## src/rtl/row_clear_controller_if.sv

```systemverilog
// rtl/row_clear_controller_if.sv - board memory port between row-clear controller and board RAM
interface row_clear_controller_if #(
    parameter int CW = 3
) ();
    logic [3:0]    memX;
    logic [4:0]    memY;
    logic          memWE;
    logic [CW-1:0] memWData;
    logic [CW-1:0] memRData;

    modport master (
        output memX,
        output memY,
        output memWE,
        output memWData,
        input  memRData
    );

    modport slave (
        input  memX,
        input  memY,
        input  memWE,
        input  memWData,
        output memRData
    );
endinterface

```

## src/rtl/row_clear_controller.sv

```systemverilog
// rtl/row_clear_controller.sv - scans the board bottom-up, removes full rows and shifts the stack down
module row_clear_controller #(
    parameter int BOARD_W = 10,
    parameter int BOARD_H = 20,
    parameter int CW      = 3
) (
    input  logic                     CLOCK_50,
    input  logic                     Resetn,
    input  logic                     start,
    output logic                     busy,
    output logic                     done,
    output logic [4:0]               linesCleared,
    row_clear_controller_if.master   mem
);
    localparam logic [3:0] XMAX = 4'(BOARD_W - 1);
    localparam logic [4:0] YMAX = 5'(BOARD_H - 1);
    localparam logic [4:0] CMAX = 5'(BOARD_H);

    typedef enum logic [2:0] {
        IDLE, SCAN_RD, SCAN_CHK, SHIFT_RD, SHIFT_WR, TOP_CLR, DONE
    } state_t;

    state_t     state, state_n;
    logic [4:0] y, y_n;
    logic [3:0] x, x_n;
    logic [4:0] r, r_n;
    logic [4:0] count, count_n;
    logic [4:0] lines_n;

    always_ff @(posedge CLOCK_50) begin
        if (!Resetn) begin
            state        <= IDLE;
            y            <= '0;
            x            <= '0;
            r            <= '0;
            count        <= '0;
            linesCleared <= '0;
        end else begin
            state        <= state_n;
            y            <= y_n;
            x            <= x_n;
            r            <= r_n;
            count        <= count_n;
            linesCleared <= lines_n;
        end
    end

    always_comb begin
        state_n      = state;
        y_n          = y;
        x_n          = x;
        r_n          = r;
        count_n      = count;
        lines_n      = linesCleared;
        busy         = (state != IDLE);
        done         = 1'b0;
        mem.memX     = '0;
        mem.memY     = '0;
        mem.memWE    = 1'b0;
        mem.memWData = '0;

        case (state)
            IDLE: begin
                if (start) begin
                    count_n = '0;
                    lines_n = '0;
                    y_n     = YMAX;
                    x_n     = '0;
                    state_n = SCAN_RD;
                end
            end
            SCAN_RD: begin
                mem.memX = x;
                mem.memY = y;
                state_n  = SCAN_CHK;
            end
            SCAN_CHK: begin
                // Any empty cell ends the row check early; the row above is next
                if (mem.memRData == '0) begin
                    if (y == '0) begin
                        state_n = DONE;
                    end else begin
                        y_n     = y - 5'd1;
                        x_n     = '0;
                        state_n = SCAN_RD;
                    end
                end else if (x != XMAX) begin
                    x_n     = x + 4'd1;
                    state_n = SCAN_RD;
                end else begin
                    r_n     = y;
                    x_n     = '0;
                    state_n = (y != '0) ? SHIFT_RD : TOP_CLR;
                end
            end
            SHIFT_RD: begin
                mem.memX = x;
                mem.memY = r - 5'd1;
                state_n  = SHIFT_WR;
            end
            SHIFT_WR: begin
                mem.memX     = x;
                mem.memY     = r;
                mem.memWE    = 1'b1;
                mem.memWData = mem.memRData;
                if (x != XMAX) begin
                    x_n     = x + 4'd1;
                    state_n = SHIFT_RD;
                end else begin
                    x_n = '0;
                    if (r == 5'd1) begin
                        state_n = TOP_CLR;
                    end else begin
                        r_n     = r - 5'd1;
                        state_n = SHIFT_RD;
                    end
                end
            end
            TOP_CLR: begin
                mem.memX  = x;
                mem.memWE = 1'b1;
                if (x != XMAX) begin
                    x_n = x + 4'd1;
                end else begin
                    // Same y is re-scanned: it now holds the row that slid down
                    if (count < CMAX) count_n = count + 5'd1;
                    x_n     = '0;
                    state_n = SCAN_RD;
                end
            end
            DONE: begin
                lines_n = count;
                done    = 1'b1;
                state_n = IDLE;
            end
            default: state_n = IDLE;
        endcase
    end
endmodule

```

## src/flat_wrapper.sv

```systemverilog
// flat-port wrapper written by rule: the top's interface ports become plain ports
module row_clear_controller_flat 
#(
    parameter int BOARD_W = 10,
    parameter int BOARD_H = 20,
    parameter int CW      = 3
)
  (CLOCK_50, Resetn, start, busy, done, linesCleared, mem_memX, mem_memY, mem_memWE, mem_memWData, mem_memRData);
  row_clear_controller_if #(.CW(CW)) mem_i ();
  input  logic CLOCK_50;
  input  logic Resetn;
  input  logic start;
  output logic busy;
  output logic done;
  output logic [4:0] linesCleared;
  output wire logic [$bits(mem_i.memX)-1:0] mem_memX;
  output wire logic [$bits(mem_i.memY)-1:0] mem_memY;
  output wire logic [$bits(mem_i.memWE)-1:0] mem_memWE;
  output wire logic [$bits(mem_i.memWData)-1:0] mem_memWData;
  input wire logic [$bits(mem_i.memRData)-1:0] mem_memRData;
  assign mem_memX = mem_i.memX;
  assign mem_memY = mem_i.memY;
  assign mem_memWE = mem_i.memWE;
  assign mem_memWData = mem_i.memWData;
  assign mem_i.memRData = mem_memRData;
  row_clear_controller #(.BOARD_W(BOARD_W), .BOARD_H(BOARD_H), .CW(CW)) u_core (.CLOCK_50(CLOCK_50), .Resetn(Resetn), .start(start), .busy(busy), .done(done), .linesCleared(linesCleared), .mem(mem_i));
endmodule
```

## config.mk

```make
export PLATFORM = sky130hd
export DESIGN_NAME = row_clear_controller_flat
export DESIGN_NICKNAME = d
export VERILOG_FILES = /design/src/rtl/row_clear_controller_if.sv /design/src/rtl/row_clear_controller.sv /design/src/flat_wrapper.sv
export SDC_FILE = /design/constraint.sdc
export NUM_CORES = 1
export LEC_CHECK = 0
export ABC_AREA = 1
export BUFFER_PORTS_ARGS = -buffer_cell sky130_fd_sc_hd__buf_4
export CAP_MARGIN = 20
export CORE_MARGIN = 1.5
export CORE_UTILIZATION = 50
export DETAILED_ROUTE_END_ITERATION = 12
export PLACE_DENSITY_LB_ADDON = 0.05
export REMOVE_ABC_BUFFERS = 1
export SYNTH_ARGS = -nofsm -noshare
export SYNTH_HDL_FRONTEND = slang
export SYNTH_SLANG_ARGS = --single-unit
```

## constraint.sdc

```tcl
create_clock -name CLOCK_50 -period 1.7 [get_ports CLOCK_50]
set_input_delay 0.085 -clock CLOCK_50 [delete_from_list [all_inputs] [get_ports CLOCK_50]]
set_output_delay 0.085 -clock CLOCK_50 [all_outputs]
set_load 0.05 [all_outputs]
```

==> flow_metrics.py, run 1 <==
metrics = {
    "detailed_routing": {
        "viasPerCell": 5.057,
        "wl_um": 4191,
        "firstDrtPassIters": 4,
        "drcViolationCount": 0,
        "num_vias": 1861,
        "drt-wirelength-per-cell_um": 11.39,
        "postRouteAntennaNets": 0,
        "drt_iter0_drc": 104,
    },
    "timing": {
        "max_freq_ghz": 0.6053,
        "slew_headroom": 0.5460,
        "fin_crit_sh": 0.9718,
        "skew_ns": 0.009519,
        "setup_viol": 0,
        "worst_pin_slew_ns": 0.6802,
        "drv_slew": 0,
        "finalHoldViolCount": 0,
        "hold_slack_ns": 0.1476,
        "layout_min_cycle_time_ns": 1.652,
        "rsz0062_at_grt": "true",
    },
    "clocking": {
        "clock_latency_ns": 0.34,
        "clockRootBuffer": "clkbuf_4",
        "clk_pin_slew_worst_paths_ns": 0.15,
        "clockBufferDepth": 2,
        "cts_tree": "built",
        "cts_made_buffers": 3,
        "htreeDepth": 1,
        "cts.sinks": 27,
    },
    "die": {
        "core-area_um2": 3363,
        "die_h_um": 62.65,
        "die_w_um": 62.65,
        "ios": 26,
        "start_util": 0.5290,
        "rows": 21,
        "dieArea_um2": 3925,
    },
    "finish": {
        "area_delta_synth_final_pct": 19.76,
        "fillers": 366,
        "drive_above_1_share": 0.2143,
        "diodes": 0,
        "final_cells": 368,
        "final_nets": 335,
        "utilization": 0.6336,
    },
    "worst_setup_path": {
        "slowest_delay_ns": 0.41,
        "crit_slowest_cell": "dfxtp_2",
        "crit_fanout": 4,
        "cp-end-kind": "primary output",
        "path_class": "flip-flop to primary output",
        "worstPathCellList": "inv_2 > ha_4 > nand2_1 > nand2_1 > nand2_1 > nand2_1 > o221ai_1 > buf_4",
        "cp.required_ns": 1.62,
        "cp.arrival_ns": 1.57,
        "crit_top_cell": "nand2_1",
        "start_kind": "flip-flop",
    },
    "pwr": {
        "switching_share": 0.3827,
        "pwr-share-comb": 0.333,
        "power_density_nw_per_um2": 706.1,
        "p_int_mw": 0.9287,
        "leakagePower_nw": 0.9685,
        "net-switching-power_mw": 0.5759,
        "finalPower_mw": 1.505,
        "ir_drop_mv": 0.3498,
        "clkPwrFrac": 0.194,
        "seqPwrFrac": 0.474,
    },
    "place": {
        "port_buffers": 25,
        "dp.final_hpwl_um": 3147,
        "gp_congestion": 0.8695,
        "placed_cells": 361,
    },
    "global_route": {
        "grt-ovfl-total": 0,
        "grt_pass1_vias": 1749,
        "antenna_found_initial": 0,
        "grt_pass1_wl_um": 7355,
        "grtUsageTotal": 0.2250,
        "grt_max_degree": 22,
    },
    "yosys": {
        "yosysMostFrequentCell": "nand2_1",
        "syn_avg_cell_area_um2": 6.072,
        "synthArstFlopShare": 0,
        "ys_ff_latch": 27,
        "synth_edf_count": 0,
        "synth.area.mux_share": 0,
        "ys_top_cells_by_count": "96 x nand2_1, 44 x nor2_1, 34 x inv_1",
        "syn_inst": 293,
        "synthAdderAreaFrac": 0.04219,
        "netlist_area_um2": 1779,
        "yosys_warnings": 0,
        "yosysTopAreaCellShare": 0.3038,
        "synthFlopType": "dfxtp_1",
        "synth_area_leader_cell": "dfxtp_1",
        "synthSimpleGateAreaFrac": 0.4388,
        "ys_seq_area_frac": 0.3038,
        "synth_top_family_by_area": "simple AND/OR/NAND/NOR gates",
        "synth.distinct_cells": 23,
        "synth_xor_xnor_area_share": 0.01969,
        "synth.area.top_cells": "dfxtp_1 30%, nand2_1 20%, nor2_1 9.3%",
        "synth_compound_area_frac": 0.1034,
    },
    "run_status": {
        "status": "complete, no violations",
    },
    "min_path": {
        "hold_path_class": "primary input to flip-flop",
    },
    "run": {
        "maxCapViolCount": 0,
    },
}
[cell usage in the layout (no fill, tap or decap), types with 2 or more instances in the layout]
cell | netlist | layout
a21oi_1 | 17 | 17
buf_4 | 1 | 28
clkbuf_4 | 0 | 3
dfxtp_1 | 27 | 22
dfxtp_2 | 0 | 3
dfxtp_4 | 0 | 2
ha_1 | 6 | 5
inv_1 | 34 | 29
inv_2 | 3 | 7
nand2_1 | 96 | 94
nand2_2 | 8 | 10
nand3_1 | 21 | 20
nand4_1 | 5 | 5
nor2_1 | 44 | 40
nor2_2 | 2 | 6
nor2_4 | 2 | 2
nor3_1 | 2 | 2
o21ai_0 | 8 | 7
o21bai_1 | 2 | 2
o221ai_1 | 5 | 4
xnor2_1 | 2 | 2
[final cells by class]
type,instances,area [um^2],area share
Clock buffer,3,22.52,0.01057
Sequential cell,27,551.8,0.2590
Timing Repair Buffer,30,231.5,0.1086
Clock inverter,1,5.005,0.002349
Multi-Input combinational cell,224,1121,0.5261
Tap cell,46,57.56,0.02701
Inverter,37,141.4,0.06635
[logic make-up (layout without fill, tap and decap cells)]
| kind of cell | Yosys count | count (layout) |
|---|---|---|
| buffers and inverters | 42 | 71 |
| adders and majority gates | 6 | 6 |
| DFF | 27 | 27 |
| xor gates and xnor gates | 4 | 4 |
| AOI/OAI and AO/OA | 32 | 32 |
| and+or+nand+nor | 182 | 182 |
[through the flow]
step,setup TNS [ns],instance area [um^2],setup WS (ns)
floorplan,-0.4859,1754,-0.1178
global placement,0,2014,0.1868
detailed placement,0,2014,0.1154
CTS,0,2091,0.005794
global route,-0.3387,2131,-0.09669
finish,0,2131,0.04802
[worst paths after layout]
| kind | start | endpoint | slack [ns] | cells after the start |
|---|---|---|---|---|
| worst min-delay path | start | u_core.y[4] | 0.15 | 3 |
| worst max register to register | u_core.x[1] | u_core.r[0] | 0.17 | 9 |
| worst min register to register | u_core.linesCleared[3] | u_core.linesCleared[3] | 0.47 | 2 |
| worst max-delay path | u_core.r[0] | mem_memY[4] | 0.05 | 8 |
[sequential cells by signal, indices dropped and copies added, names as in the netlist]
name / flops
u_core.r: 5
u_core.linesCleared: 5
u_core.count: 5
u_core.y: 5
u_core.x: 4
u_core.state: 3
[power by group through the flow]
stage	sequential, mW	clock [mW]	combinational, mW
finish	0.712	0.291	0.501
global route	0.717	0.323	0.563
global placement	0.720	0	0.462
floorplan	0.711	0	0.360
detailed placement	0.720	0	0.466
CTS	0.711	0.296	0.486
[metal layers]
layer | vias to the layer above | global-route usage | share of wire
met2 | 38 | 0.3978 | 0.47
met5 | - | 0 | 0
met4 | 0 | 0.07500 | 0.015
met3 | 7 | 0.02342 | 0.033
li1 | 991 | - | -
met1 | 825 | 0.2851 | 0.48
[worst max-delay path, delay by kind of cell (launching register included)]
family	cells	cell delay, ns
AOI/OAI and AO/OA	1	0.07
and+or+nand+nor	4	0.27
DFF	1	0.41
adders and majority gates	1	0.17
buffers and inverters	2	0.31
[what timing repair did]
action                     CTS  global route
setup buffers                2             0
setup endpoints to repair    9            17
hold endpoints to repair     0             2
hold buffers                 0             1
resized for setup            9            17
gates cloned                 0             0
No activity file was read; power rests on OpenSTA's default activity.
==> inputs of run 2 (changes only) <==
--- a/config.mk
+++ b/config.mk
@@ -10,6 +10,7 @@
 export CAP_MARGIN = 20
 export CORE_MARGIN = 1.5
 export CORE_UTILIZATION = 50
+export CTS_BUF_LIST = sky130_fd_sc_hd__clkbuf_8
 export DETAILED_ROUTE_END_ITERATION = 12
 export PLACE_DENSITY_LB_ADDON = 0.05
 export REMOVE_ABC_BUFFERS = 1
==> run 2 against run 1 <==
  * Critical path depth down 2
  * Count of clock-buffer cells in the layout unchanged
  * Non-clock buffer count down 1
  * Via count decreased by 1.0%
  * Largest power group unchanged
  * Fmax is 1.2% higher
  * Cell count decreased by 0.27%
  * Wire length fell by 0.38%
  * Sequential power barely moved
  * Register-to-register slack about the same
  * Flip-flop and latch count did not move
==> flow_metrics.py, run 2 (synthesized netlist as in run 1, its figures left out) <==
metrics = {
    "pwr": {
        "leakagePower_nw": 0.9754,
        "ir_drop_mv": 0.3407,
        "power_density_nw_per_um2": 744.8,
    },
    "detailed_routing": {
        "drcViolationCount": 0,
        "wl_um": 4175,
        "num_vias": 1842,
        "firstDrtPassIters": 4,
        "drt-wirelength-per-cell_um": 11.38,
        "viasPerCell": 5.019,
        "drt_iter0_drc": 73,
        "postRouteAntennaNets": 0,
    },
    "place": {
        "dp.final_hpwl_um": 3147,
        "placed_cells": 361,
        "port_buffers": 25,
        "gp_congestion": 0.8695,
        "place_ws_ns": 0.1154,
    },
    "clocking": {
        "htreeDepth": 1,
        "clk_pin_slew_worst_paths_ns": 0.10,
        "cts_hold_buf": 0,
        "cts.sinks": 27,
        "clock_latency_ns": 0.27,
        "clockBufferDepth": 2,
        "clockRootBuffer": "clkbuf_8",
        "cts_tree": "built",
        "cts_made_buffers": 3,
    },
    "global_route": {
        "grt-ovfl-total": 0,
        "grtUsageTotal": 0.2216,
        "grt_pass1_wl_um": 7272,
        "antenna_found_initial": 0,
        "grt_max_degree": 22,
        "grt_pass1_vias": 1733,
    },
    "worst_setup_path": {
        "crit_slowest_cell": "dfxtp_2",
        "crit_top_cell": "inv_1",
        "worstPathCellList": "inv_1 > nand2_1 > inv_1 > nand2_2 > o221ai_1 > buf_4",
        "slowest_delay_ns": 0.38,
        "crit_fanout": 8,
        "cp.required_ns": 1.62,
        "start_kind": "flip-flop",
        "path_class": "flip-flop to primary output",
        "reg2reg_depth": 8,
        "cp-end-kind": "primary output",
        "cp.arrival_ns": 1.55,
    },
    "die": {
        "core-area_um2": 3363,
        "start_util": 0.5290,
        "die_w_um": 62.65,
        "rows": 21,
        "dieArea_um2": 3925,
        "die_h_um": 62.65,
        "ios": 26,
    },
    "finish": {
        "final_nets": 334,
        "final_cells": 367,
        "final_common_cell": "nand2_1",
        "layout_common_cells": "95 x nand2_1, 40 x nor2_1, 32 x inv_1",
        "area_delta_synth_final_pct": 19.62,
        "fillers": 365,
        "drive_above_1_share": 0.1994,
        "diodes": 0,
    },
    "run": {
        "maxCapViolCount": 0,
    },
    "min_path": {
        "hold_path_class": "primary input to flip-flop",
        "hold_depth": 3,
    },
    "timing": {
        "fin_ws_ns": 0.06710,
        "skew_ns": 0.003063,
        "drv_slew": 0,
        "slew_headroom": 0.5484,
        "worst_pin_slew_ns": 0.6766,
        "hold_slack_ns": 0.06593,
        "layout_min_cycle_time_ns": 1.633,
        "rsz0062_at_grt": "true",
        "setup_viol": 0,
        "finalHoldViolCount": 0,
        "fin_crit_sh": 0.9605,
        "max_freq_ghz": 0.6124,
    },
    "run_status": {
        "status": "complete, no violations",
    },
}
==> run 2: cell count changes in the layout (fill, tap and decap cells not counted) <==
cell and change:
inv_1 +3, nand2_1 +1, clkbuf_8 +3, inv_2 -2
dfxtp_1 +1, dfxtp_2 +1, dlygate4sd3_1 -1, nand2_2 -1
clkbuf_4 -3, inv_4 -1, dfxtp_4 -2
==> run 2: stage by stage <==
step           setup TNS, ns  total power [mW]  utilization  instance area (um^2)
2_1_floorplan        -0.4859             1.071            -                  1754
6_report                   0             1.585       0.6328                  2128
4_1_cts                    0             1.556       0.6176                  2077
3_3_place_gp               0             1.182       0.5990                  2014
3_5_place_dp               0             1.187       0.5990                  2014
5_1_grt             -0.08551             1.680       0.6328                  2128
==> run 2: timing repair <==
action	in CTS	in global routing
resized for setup	1	17
setup buffers	2	0
endpoints found under the setup margin	3	17
==> run 2: final cells by class <==
cell class                 count  area [um^2]  share of cell area
inverter                      37        138.9             0.06526
multi-input combinational    224         1119              0.5256
timing repair buffer          29        221.5              0.1041
tap                           46        57.56             0.02704
sequential                    27        545.5              0.2563
clock buffer                   3        41.29             0.01940
clock inverter                 1        5.005            0.002352
==> run 2: worst paths after layout <==
path / from / end / slack, ns
worst max register to register: u_core.x[0] / u_core.r[0] / 0.16
worst min register to register: u_core.linesCleared[3] / u_core.linesCleared[3] / 0.47
worst max-delay path: u_core.state[2] / mem_memY[1] / 0.07
worst min-delay path: Resetn / u_core.r[0] / 0.07
==> run 2: per-layer routing <==
layer,up-vias,global-route usage,part of all wire
met1,825,0.2840,0.50
li1,984,-,-
met5,-,0,0
met2,29,0.3844,0.47
met4,0,0.07778,0.0074
met3,4,0.02523,0.025
==> run 2: critical path, delay by kind of cell, from the launching register on <==
| family | cells | cell delay, ns |
|---|---|---|
| AOI/OAI and AO/OA | 1 | 0.20 |
| buffers and inverters | 3 | 0.47 |
| DFF | 1 | 0.38 |
| and+or+nand+nor | 2 | 0.22 |
==> run 2: report_power, final <==
group / total [mW] / internal, mW / switching [mW]
clock network: 0.375 / 0.164 / 0.211
logic: 0.497 / 0.169 / 0.328
registers: 0.713 / 0.669 / 0.0437
